### config.mk
export PLATFORM = sky130hd
export DESIGN_NAME = seq_stuff_tx
export DESIGN_NICKNAME = d
export VERILOG_FILES = /design/src/rtl/seq_pkg.sv /design/src/rtl/seq_run_cnt.sv /design/src/rtl/seq_stuff_tx.sv
export SDC_FILE = /design/constraint.sdc
export NUM_CORES = 1
export LEC_CHECK = 0
export ABC_AREA = 0
export CORE_AREA = 2 2 39 41
export CTS_CLUSTER_DIAMETER = 150
export CTS_CLUSTER_SIZE = 10
export DETAILED_ROUTE_END_ITERATION = 10
export DIE_AREA = 0 0 41 43
export GPL_ROUTABILITY_DRIVEN = 0
export GPL_TIMING_DRIVEN = 0
export PLACE_DENSITY_LB_ADDON = 0.25
export RECOVER_POWER = 25
export SETUP_SLACK_MARGIN = 0.4
export SLEW_MARGIN = 15
export SYNTH_ARGS = -nofsm -noshare
export SYNTH_HDL_FRONTEND = slang
export SYNTH_HIERARCHICAL = 1
export SYNTH_SLANG_ARGS = --single-unit
### constraint.sdc
create_clock -name clk -period 3.57 [get_ports clk]
set_clock_uncertainty 0.15 [all_clocks]
set_input_delay 0.714 -clock clk [delete_from_list [all_inputs] [get_ports clk]]
set_output_delay 0.714 -clock clk [all_outputs]
set_load 0.01 [all_outputs]
### src/rtl/seq_pkg.sv
// Shared types and constants for the stuffing serializer.
// SEQ_STUFF_EN adds the STUFF state; without it the FSM is a plain serializer.
package seq_pkg;

  localparam logic IDLE_LVL = 1'b1;

`ifdef SEQ_STUFF_EN
  typedef enum logic [1:0] {
    IDLE  = 2'd0,
    SHIFT = 2'd1,
    STUFF = 2'd2
  } state_e;
`else
  typedef enum logic [1:0] {
    IDLE  = 2'd0,
    SHIFT = 2'd1
  } state_e;
`endif

endpackage

### src/rtl/seq_run_cnt.sv
// Run-length tracker for the emitted bit stream; flags when a stuff bit is due.
// Only instantiated when SEQ_STUFF_EN is defined.
module seq_run_cnt #(
  parameter int unsigned RUN_LEN = 5
) (
  input  logic clk,
  input  logic rst,
  input  logic clear_i,
  input  logic emit_i,
  input  logic bit_i,
  output logic stuff_req_o,
  output logic stuff_bit_o
);

  localparam int unsigned CW = $clog2(RUN_LEN) + 1;

  logic [CW-1:0] run_q, run_d;
  logic          last_q, last_d;

  // A stuff bit always differs from the previous bit, so it naturally restarts the run at 1.
  always_comb begin
    run_d  = run_q;
    last_d = last_q;
    if (clear_i) begin
      run_d = '0;
    end else if (emit_i) begin
      last_d = bit_i;
      if ((run_q != '0) && (bit_i == last_q)) begin
        run_d = run_q + CW'(1);
      end else begin
        run_d = CW'(1);
      end
    end
  end

  assign stuff_req_o = emit_i && !clear_i && (run_d == CW'(RUN_LEN));
  assign stuff_bit_o = ~last_q;

  always_ff @(posedge clk) begin
    if (rst) begin
      run_q  <= '0;
      last_q <= 1'b0;
    end else begin
      run_q  <= run_d;
      last_q <= last_d;
    end
  end

endmodule

### src/rtl/seq_stuff_tx.sv
// MSB-first parallel-to-serial transmitter with optional bit stuffing.
// Define SEQ_STUFF_EN to insert a complement bit after RUN_LEN identical bits.
module seq_stuff_tx
  import seq_pkg::*;
#(
  parameter int unsigned DATA_W  = 8,
  parameter int unsigned RUN_LEN = 5
) (
  input  logic              clk,
  input  logic              rst,
  input  logic              load,
  input  logic [DATA_W-1:0] din,
  output logic              ready,
  output logic              dout,
  output logic              dout_valid,
  output logic              is_stuff,
  output logic              done
);

  localparam int unsigned BW = (DATA_W > 1) ? $clog2(DATA_W) : 1;

  state_e            state_q, state_d;
  logic [DATA_W-1:0] sh_q, sh_d;
  logic [BW-1:0]     idx_q, idx_d;
  logic              done_q, done_d;
  logic              last_bit;

  assign last_bit = (idx_q == BW'(DATA_W - 1));

`ifdef SEQ_STUFF_EN
  // more_q: a data bit (current byte or a byte loaded on the last bit) follows the stuff bit.
  logic more_q, more_d;
  logic stuff_req, stuff_bit, emit_bit;

  assign emit_bit = (state_q == STUFF) ? stuff_bit : sh_q[DATA_W-1];

  seq_run_cnt #(
    .RUN_LEN(RUN_LEN)
  ) u_run_cnt (
    .clk        (clk),
    .rst        (rst),
    .clear_i    (state_q == IDLE),
    .emit_i     (state_q != IDLE),
    .bit_i      (emit_bit),
    .stuff_req_o(stuff_req),
    .stuff_bit_o(stuff_bit)
  );
`endif

  always_comb begin
    state_d    = state_q;
    sh_d       = sh_q;
    idx_d      = idx_q;
    done_d     = 1'b0;
    ready      = 1'b1;
    dout       = IDLE_LVL;
    dout_valid = 1'b0;
    is_stuff   = 1'b0;
`ifdef SEQ_STUFF_EN
    more_d     = more_q;
`endif
    unique case (state_q)
      IDLE: begin
        if (load) begin
          sh_d    = din;
          idx_d   = '0;
          state_d = SHIFT;
        end
      end
      SHIFT: begin
        ready      = last_bit;
        dout       = sh_q[DATA_W-1];
        dout_valid = 1'b1;
        if (last_bit && load) begin
          sh_d  = din;
          idx_d = '0;
        end else begin
          sh_d  = sh_q << 1;
          idx_d = idx_q + BW'(1);
        end
`ifdef SEQ_STUFF_EN
        more_d = !last_bit || load;
        if (stuff_req) begin
          state_d = STUFF;
        end else if (last_bit && !load) begin
          state_d = IDLE;
          done_d  = 1'b1;
        end
`else
        if (last_bit && !load) begin
          state_d = IDLE;
          done_d  = 1'b1;
        end
`endif
      end
`ifdef SEQ_STUFF_EN
      STUFF: begin
        ready      = 1'b0;
        dout       = stuff_bit;
        dout_valid = 1'b1;
        is_stuff   = 1'b1;
        if (more_q) begin
          state_d = SHIFT;
        end else begin
          state_d = IDLE;
          done_d  = 1'b1;
        end
      end
`endif
      default: state_d = IDLE;
    endcase
    // Reset forces the idle interface immediately, not just after the clock edge.
    if (rst) begin
      ready      = 1'b1;
      dout       = IDLE_LVL;
      dout_valid = 1'b0;
      is_stuff   = 1'b0;
    end
  end

  assign done = done_q && !rst;

  always_ff @(posedge clk) begin
    if (rst) begin
      state_q <= IDLE;
      sh_q    <= '0;
      idx_q   <= '0;
      done_q  <= 1'b0;
`ifdef SEQ_STUFF_EN
      more_q  <= 1'b0;
`endif
    end else begin
      state_q <= state_d;
      sh_q    <= sh_d;
      idx_q   <= idx_d;
      done_q  <= done_d;
`ifdef SEQ_STUFF_EN
      more_q  <= more_d;
`endif
    end
  end

endmodule
Word level (Yosys, flattened, before mapping)
Index checks and enable logic that the tools add are counted.

Word-level logic and storage cells: 36. Output and inout bits: 5. Bits in registers: 14. Bits of input ports: 11.

Multiplexer cells: 16. Reductions and logical operators: 10. Add/sub/neg operators: 1. Eq/ne operators: 4. Bitwise gates (word level): 1.

Operator list (count): $mux 8 (2); $pmux 8 s2 (1); $mux 1 (7); $mux 3 (2); $pmux 3 s2 (1); $mux 2 (2); $ne 2x2->1 const B (2); $pmux 2 s2 (1); $reduce_and 2->1 (2); $add 3x1->3 const B (1); $eq 3x3->1 const B (1); $logic_and 1x1->1 (3); $eq 2x1->1 const B (1); $logic_not 1->1 (2); $logic_not 2->1 (1); $reduce_bool 2->1 (1); $reduce_or 2->1 (1); $not 1->1 (1).

Depth between registers and ports, before layout
Gate-level depths: netlist of run 1.

Word-level depth: 4. Gate-level depth with buffers: 6. Depth with buffers taken out: 5.

Least setup slack after synthesis of run 1
OpenSTA, ideal clock, no wires.

Path type: in2out. From: input rst. To: output dout. Data required time: 2.706 ns. Setup slack: 1.565 ns. Buffers on the path: 0. Arrival: 1.141 ns. Stages on the path: 2. Cell sequence: nor2b_4 -> or2b_1.

Word-level cells in the longest chain between the ends: 1.

RTL lines: start: declaration (line seq_stuff_tx.sv:10) `input logic rst,`; $mux 1 (line seq_stuff_tx.sv:113) `if (rst) begin`; end: declaration (line seq_stuff_tx.sv:14) `output logic dout,`.

No other way between the ends.

Final worst setup path of run 1
Same ends and word-level chain as after synthesis.

==> results.sh, run 1 <==
export IMPL_core_area_um2=1384
export IMPL_hold_viol=0
export IMPL_hp_class="register to register"
export IMPL_insertion_delay_ps=270
export IMPL_die_area_um2=1763
export IMPL_final_max_slew_viol_count=0
export IMPL_cts_buffers=3
export IMPL_synth_top_area_share_pct=45.22
export IMPL_layout_common_cells="dfxtp_1 (13), clkdlybuf4s50_1 (12), and2_1 (7), a221o_1 (7), nor2_1 (4)"
export IMPL_end_kind="output port"
export IMPL_stdcell_count=87
export IMPL_dp_cells=83
export IMPL_drt_iter0_drc=7
export IMPL_fmax_mhz=369.1
export IMPL_synthCells=53
export IMPL_grt_max_degree=10
export IMPL_post_drt_wl_per_cell_um=11.41
export IMPL_avgViaCountPerCell=5.172
export IMPL_grt_pass1_wl_mm=1.738
export IMPL_grt_ovfl_total=0
export IMPL_yosys_area_top_type="dfxtp_1"
export IMPL_p_leak_nw=0.3241
export IMPL_cp_required_ps=2710
export IMPL_setup_tns_ps=0
export IMPL_grt_usage_pct=15.49
export IMPL_synth_nets=66
export IMPL_clk_pin_slew_ps=80
export IMPL_clk_path_buf_depth=2
export IMPL_syn_area_per_cell_um2=10.86
export IMPL_period_share_pct=75.89
export IMPL_pwr_density_cell_nw_per_um2=375.1
export IMPL_drv_cap=0
export IMPL_tightest_slew_ps=504.7
export IMPL_clock_root_buffer="clkbuf_4"
export IMPL_rsz0062_at_grt="no"
export IMPL_n_antenna_cell=0
export IMPL_drt_first_pass_iters=3
export IMPL_drive_above_1_share_pct=16.90
export IMPL_ios=16
export IMPL_cts_setup_buffers=0
export IMPL_final_common_cell="dfxtp_1"
export IMPL_worst_setup_path_start_kind="input port"
export IMPL_worstPathArrival_ps=1850
export IMPL_synthesis_area_um2=575.6
export IMPL_yosysWarnings=6
export IMPL_synthTopCellsByArea="dfxtp_1 (45%), a221o_1 (12%), and2_1 (7.6%), ha_1 (4.3%), nor2_1 (2.6%)"
export IMPL_drc=0
export IMPL_port_buffers=14
export IMPL_slew_headroom_pct=66.21
export IMPL_outcome="finished, final reports clean"
export IMPL_die_width_um=41
export IMPL_areaGrowthSynthToFinish_pct=32.83
export IMPL_cts_sinks=13
export IMPL_via_count=450
export IMPL_cp_max_fo=7
export IMPL_ir_drop_uv=290.0
export IMPL_cts_tree="yes"
export IMPL_ys_ff_latch=13
export IMPL_h_tree_depth=1
export IMPL_final_nets=85
export IMPL_r2r_slack_ps=1850
export IMPL_rows=14
export IMPL_synth_cell_types=22
export IMPL_crit_type="input port to output port"
export IMPL_postRouteAntennaNets=0
export IMPL_routed_wl_um=993
export IMPL_die_height_um=43
export IMPL_fin_crit_ps=2709
export IMPL_grt_pass1_vias=418
export IMPL_dpl_hpwl_um=718
export IMPL_yosysSeqAreaShare_pct=45.22
export IMPL_setup_viol=0
export IMPL_grt_antenna_before_repair=0
export IMPL_start_util_pct=41.59
synthesized netlist by cell type, drive strengths merged:
cell type  number
a31oi           1
ha              2
and2b           1
nor2            4
or2b            2
conb            1
a21oi           2
a22o            2
nor3            1
nand2           1
nor3b           3
buf             2
dfxtp          13
and3b           1
a221o           7
nor2b           2
and2            8
flip-flops by register name (all words and copies together) (netlist names):
signal   count
sh_q         8
idx_q        3
done_q       1
state_q      1
metal layers:
layer	GRT usage (%)	share of wire (%)
met2	20.31	44
met3	9.424	7.9
met4	6.000	0
met5	0	0
met1	20.13	48
report_power, final:
| part | total, mW | internal [mW] | switching, mW |
|---|---|---|---|
| clock | 0.0904 | 0.0433 | 0.0471 |
| sequential | 0.157 | 0.153 | 0.00492 |
| combinational | 0.0390 | 0.0249 | 0.0141 |
| total | 0.287 | 0.221 | 0.0661 |
metrics by stage:
stage | cell area, µm² | hold slack [ps] | setup slack (ps) | total power, mW | utilization [%]
detailed placement | 735.7 | 305.9 | 459.5 | 0.2006 | 53.16
global route | 764.5 | 351.1 | 783.0 | 0.3036 | 55.24
CTS | 762.0 | 333.4 | 464.4 | 0.2899 | 55.06
finish | 764.5 | 330.8 | 860.9 | 0.2868 | 55.24
floorplan | 575.6 | 293.8 | 1565 | 0.1797 | -
global placement | 735.7 | 306.2 | 473.0 | 0.2000 | 53.16
cells by family after synthesis:
kind of cell,count (synthesis),synth area share (%)
adders and majority gates,2,4.347
AOI/OAI and AO/OA,12,18.26
and+or+nand+nor,23,28.26
other,1,0.6515
DFF,13,45.22
buffers and inverters,2,3.261
critical path, stage by stage:
cell             delay, ps
dlymetal6s2s_1         220
nor2b_4                200
or2b_1                 230
clkdlybuf4s50_1        470
worst paths after layout:
check / from / to / cells past startpoint
worst max-delay path: rst / dout / 4
worst min-delay path: sh_q[0] / sh_q[0] / 1
worst max register to register: idx_q[0] / sh_q[4] / 5
worst min register to register: sh_q[0] / sh_q[0] / 1
repair_timing:
item | in CTS | in global routing
setup endpoints to repair | 0 | 2
endpoints found under the hold margin | 0 | 0
hold buffers | 0 | 0
resized for setup | 0 | 1
layout make-up:
class | instances | area [µm²]
Fill cell | 133 | 619.3
Timing Repair Buffer | 14 | 142.6
Clock buffer | 4 | 26.28
Tap cell | 16 | 20.02
Multi-Input combinational cell | 38 | 296.5
Buffer | 2 | 18.77
Sequential cell | 13 | 260.3
Note: power is estimated with default switching activity, not from simulation.
==> run 2, diff against run 1 <==
Settings changed: CORE_AREA 2 2 39 41 to default, CORE_UTILIZATION from default to 44, DIE_AREA 0 0 41 43 to default.
Clock period 3.57 ns to 2.6 ns, I/O delays scaled along.
==> results.sh, run 2 (synthesized netlist as in run 1, its figures left out) <==
export IMPL_end_kind="output port"
export IMPL_clk_pin_slew_ps=80
export IMPL_n_antenna_cell=0
export IMPL_cts_hold_buffers=0
export IMPL_fillCellCount=95
export IMPL_start_util_pct=49.78
export IMPL_placed_area_um2=733.2
export IMPL_insertion_delay_ps=280
export IMPL_clock_root_buffer="clkbuf_4"
export IMPL_hold_viol=0
export IMPL_final_nets=87
export IMPL_drt_first_pass_iters=4
export IMPL_cp_max_fo=5
export IMPL_grt_pass1_vias=418
export IMPL_dp_slack_ps=-120.9
export IMPL_final_common_cell="dfxtp_1"
export IMPL_utilization_pct=67.21
export IMPL_dpl_hpwl_um=718.7
export IMPL_largest_reg_flops=8
export IMPL_core_area_um2=1156
export IMPL_period_share_pct=84.57
export IMPL_reg_top3="sh_q (8), idx_q (3)"
export IMPL_die_height_um=38.17
export IMPL_crit_type="register to output port"
export IMPL_dp_cells=81
export IMPL_routed_wl_mm=1.037
export IMPL_ir_drop_uv=367.2
export IMPL_setup_ws_ps=401.3
export IMPL_p_leak_nw=0.3429
export IMPL_via_count=461
export IMPL_final_max_slew_viol_count=0
export IMPL_final_cell_area_um2=777.0
export IMPL_worst_setup_path_start_kind="register"
export IMPL_h_tree_depth=1
export IMPL_post_drt_wl_per_cell_um=11.92
export IMPL_setup_viol=0
export IMPL_top_register="sh_q"
export IMPL_pwr_density_cell_nw_per_um2=510.4
export IMPL_cts_tree="yes"
export IMPL_grt_pass1_wl_mm=1.807
export IMPL_drt_iter0_drc=2
export IMPL_hp_class="register to register"
export IMPL_outcome="finished, final reports clean"
export IMPL_finalHoldWorstSlack_ps=318.4
export IMPL_die_area_um2=1457
export IMPL_avgViaCountPerCell=5.299
export IMPL_finalPower_uw=396.6
export IMPL_worstPathArrival_ps=1530
export IMPL_die_width_um=38.17
export IMPL_grt_antenna_before_repair=0
export IMPL_grt_usage_pct=18.53
export IMPL_setup_tns_ps=0
export IMPL_layout_common_cells="dfxtp_1 (12), clkdlybuf4s50_1 (9), and2_1 (7), a221o_1 (7), nor2_1 (4)"
export IMPL_stdcell_count=87
export IMPL_drive_above_1_share_pct=21.92
export IMPL_tightest_slew_ps=501.8
export IMPL_fin_crit_ps=2199
export IMPL_grt_max_degree=10
export IMPL_rsz0062_at_grt="yes"
export IMPL_fmax_mhz=454.8
export IMPL_cp_required_ps=1930
export IMPL_ios=16
export IMPL_grt_ovfl_total=0
export IMPL_areaGrowthSynthToFinish_pct=35.00
export IMPL_cts_buffers=3
export IMPL_clk_path_buf_depth=2
export IMPL_postRouteAntennaNets=0
export IMPL_port_buffers=14
export IMPL_rows=12
export IMPL_drc=0
export IMPL_cts_sinks=13
export IMPL_drv_cap=0
export IMPL_slew_headroom_pct=66.40
run 2: changes by cell type in the layout (fill, tap and decap cells not counted):
cell and delta:
clkdlybuf4s50_1 -3, buf_2 +1, dfxtp_4 +1, buf_4 +2, dfxtp_1 -1, dlymetal6s2s_1 +1, dlygate4sd2_1 +1
run 2: area by class of cell:
| cell class | instances | area (µm²) | area share, % |
|---|---|---|---|
| buffer | 2 | 18.77 | 2.415 |
| multi-input combinational | 38 | 296.5 | 38.16 |
| tap | 14 | 17.52 | 2.254 |
| timing repair buffer | 16 | 153.9 | 19.81 |
| clock buffer | 4 | 26.28 | 3.382 |
| sequential | 13 | 264.0 | 33.98 |
run 2: worst paths after layout:
kind / startpoint / end / slack, ps / cells after the start
max reg2reg: idx_q[0] / sh_q[2] / 920 / 5
max: idx_q[0] / ready / 400 / 4
min: sh_q[3] / sh_q[4] / 320 / 1
min reg2reg: sh_q[3] / sh_q[4] / 320 / 1
run 2: critical path, stage by stage, from the launching register on:
cell and delay, ps:
dfxtp_1 320, ha_1 200, ha_1 220, or2b_1 230, dlygate4sd2_1 280
run 2: timing repair:
action                     CTS  global route
setup endpoints to repair    4             3
setup buffers                2             0
gates resized for setup      8             3
run 2: metal layers:
layer,GRT usage (%),wire length (µm)
met1,25.09,514
met2,25.85,448
met3,8.721,74
met4,5.357,0
met5,0,0
run 2: power breakdown:
group | internal [mW] | switching, mW | leakage [nW]
logic | 0.0344 | 0.0201 | 0.221
clock network | 0.0595 | 0.0669 | 0.0150
registers | 0.209 | 0.00648 | 0.107
==> run 3, diff against run 2 <==
Clock period 2.6 ns to 2.1 ns, I/O delays scaled along.
==> results.sh, run 3 (synthesized netlist as in run 1, its figures left out) <==
export IMPL_outcome="finished, final reports clean"
export IMPL_drive_above_1_share_pct=30.26
export IMPL_via_count=479
export IMPL_slew_headroom_pct=65.14
export IMPL_routed_wl_mm=1.172
export IMPL_setup_ws_ps=190.8
export IMPL_dpl_hpwl_um=718.7
export IMPL_final_max_slew_viol_count=0
export IMPL_cp_max_fo=2
export IMPL_postRouteAntennaNets=0
export IMPL_ir_drop_uv=452.0
export IMPL_avgViaCountPerCell=5.322
export IMPL_reg_top3="sh_q (8), idx_q (3)"
export IMPL_fin_crit_ps=1909
export IMPL_drt_first_pass_iters=2
export IMPL_final_nets=90
export IMPL_end_kind="output port"
export IMPL_die_width_um=38.17
export IMPL_multi_input_area_um2=302.8
export IMPL_cts_tree="yes"
export IMPL_areaGrowthSynthToFinish_pct=36.96
export IMPL_ff_latch_area_um2=265.3
export IMPL_final_common_cell="dfxtp_1"
export IMPL_ff2ff_path_depth=6
export IMPL_period_share_pct=90.91
export IMPL_crit_type="register to output port"
export IMPL_grt_max_degree=10
export IMPL_worst_setup_path_start_kind="register"
export IMPL_rows=12
export IMPL_grt_antenna_before_repair=0
export IMPL_stdcell_count=90
export IMPL_grt_usage_pct=19.41
export IMPL_drv_cap=0
export IMPL_rsz0062_at_grt="yes"
export IMPL_placed_area_um2=733.2
export IMPL_grt_pass1_vias=441
export IMPL_layout_common_cells="dfxtp_1 (11), clkdlybuf4s50_1 (8), and2_1 (7), a221o_1 (7), buf_4 (7)"
export IMPL_worstPathArrival_ps=1340
export IMPL_dp_slack_ps=-420.9
export IMPL_grt_ovfl_total=0
export IMPL_top_register="sh_q"
export IMPL_p_leak_nw=0.3491
export IMPL_die_area_um2=1457
export IMPL_start_util_pct=49.78
export IMPL_core_area_um2=1156
export IMPL_drt_iter0_drc=4
export IMPL_hold_path_depth=2
export IMPL_cts_sinks=13
export IMPL_largest_reg_flops=8
export IMPL_finalPower_uw=496.5
export IMPL_cts_buffers=3
export IMPL_drc=0
export IMPL_insertion_delay_ps=280
export IMPL_h_tree_depth=1
export IMPL_cp_required_ps=1530
export IMPL_fillCellCount=97
export IMPL_n_antenna_cell=0
export IMPL_setup_viol=0
export IMPL_clk_path_buf_depth=2
export IMPL_final_cell_area_um2=788.3
export IMPL_dp_cells=81
export IMPL_port_buffers=14
export IMPL_pwr_density_cell_nw_per_um2=629.8
export IMPL_tightest_slew_ps=520.1
export IMPL_hold_viol=0
export IMPL_post_drt_wl_per_cell_um=13.02
export IMPL_clk_pin_slew_ps=70
export IMPL_fmax_mhz=523.8
export IMPL_hp_class="input port to register"
export IMPL_die_height_um=38.17
export IMPL_ios=16
export IMPL_clock_root_buffer="clkbuf_4"
export IMPL_cts_hold_buffers=0
export IMPL_grt_pass1_wl_mm=1.883
-- run 3: stage by stage --
step	hold WS (ps)	utilization, %	setup TNS (ps)
global placement	303.4	63.42	-1332
CTS	295.8	69.37	0
detailed placement	311.5	63.42	-1423
finish	244.6	68.18	0
global route	235.1	68.18	0
floorplan	293.8	-	0
-- run 3: worst paths after layout --
path,startpoint,to,slack (ps)
hold reg to reg,sh_q[3],sh_q[4],320
hold / removal,rst,state_q[0],240
setup reg to reg,idx_q[0],sh_q[2],290
setup / recovery,idx_q[0],ready,190
-- run 3: what timing repair did --
item | CTS | global route
pin swaps | 0 | 1
buffers inserted | 5 | 0
gates resized for setup | 25 | 6
setup endpoints to repair | 12 | 11
-- run 3: final cells by class --
class	instances	area share, %
plain buffers	2	2.381
clock buffers	4	3.333
well taps	14	2.222
multi-input cells	38	38.41
repair buffers	19	20.00
flip-flops and latches	13	33.65
-- run 3: routing by layer --
layer | GRT usage [%] | share of wire, % | vias up
met3 | 8.721 | 6.3 | 0
met4 | 5.357 | 0 | 0
met2 | 30.08 | 47 | 15
met5 | 0 | 0 | -
met1 | 24.09 | 47 | 222
li1 | - | - | 242
-- run 3: where the power goes --
part           leakage, nW  total (mW)  switching (mW)  internal (mW)
Combinational        0.227      0.0748          0.0296         0.0453
Clock               0.0150       0.156          0.0825         0.0736
Sequential           0.107       0.265         0.00633          0.259
Total                0.349       0.496           0.118          0.378
-- run 3: worst max-delay path, stage by stage (launching register included) --
cell and delay, ps:
dfxtp_1 320, ha_1 200, ha_1 190, or2b_1 220, buf_2 140
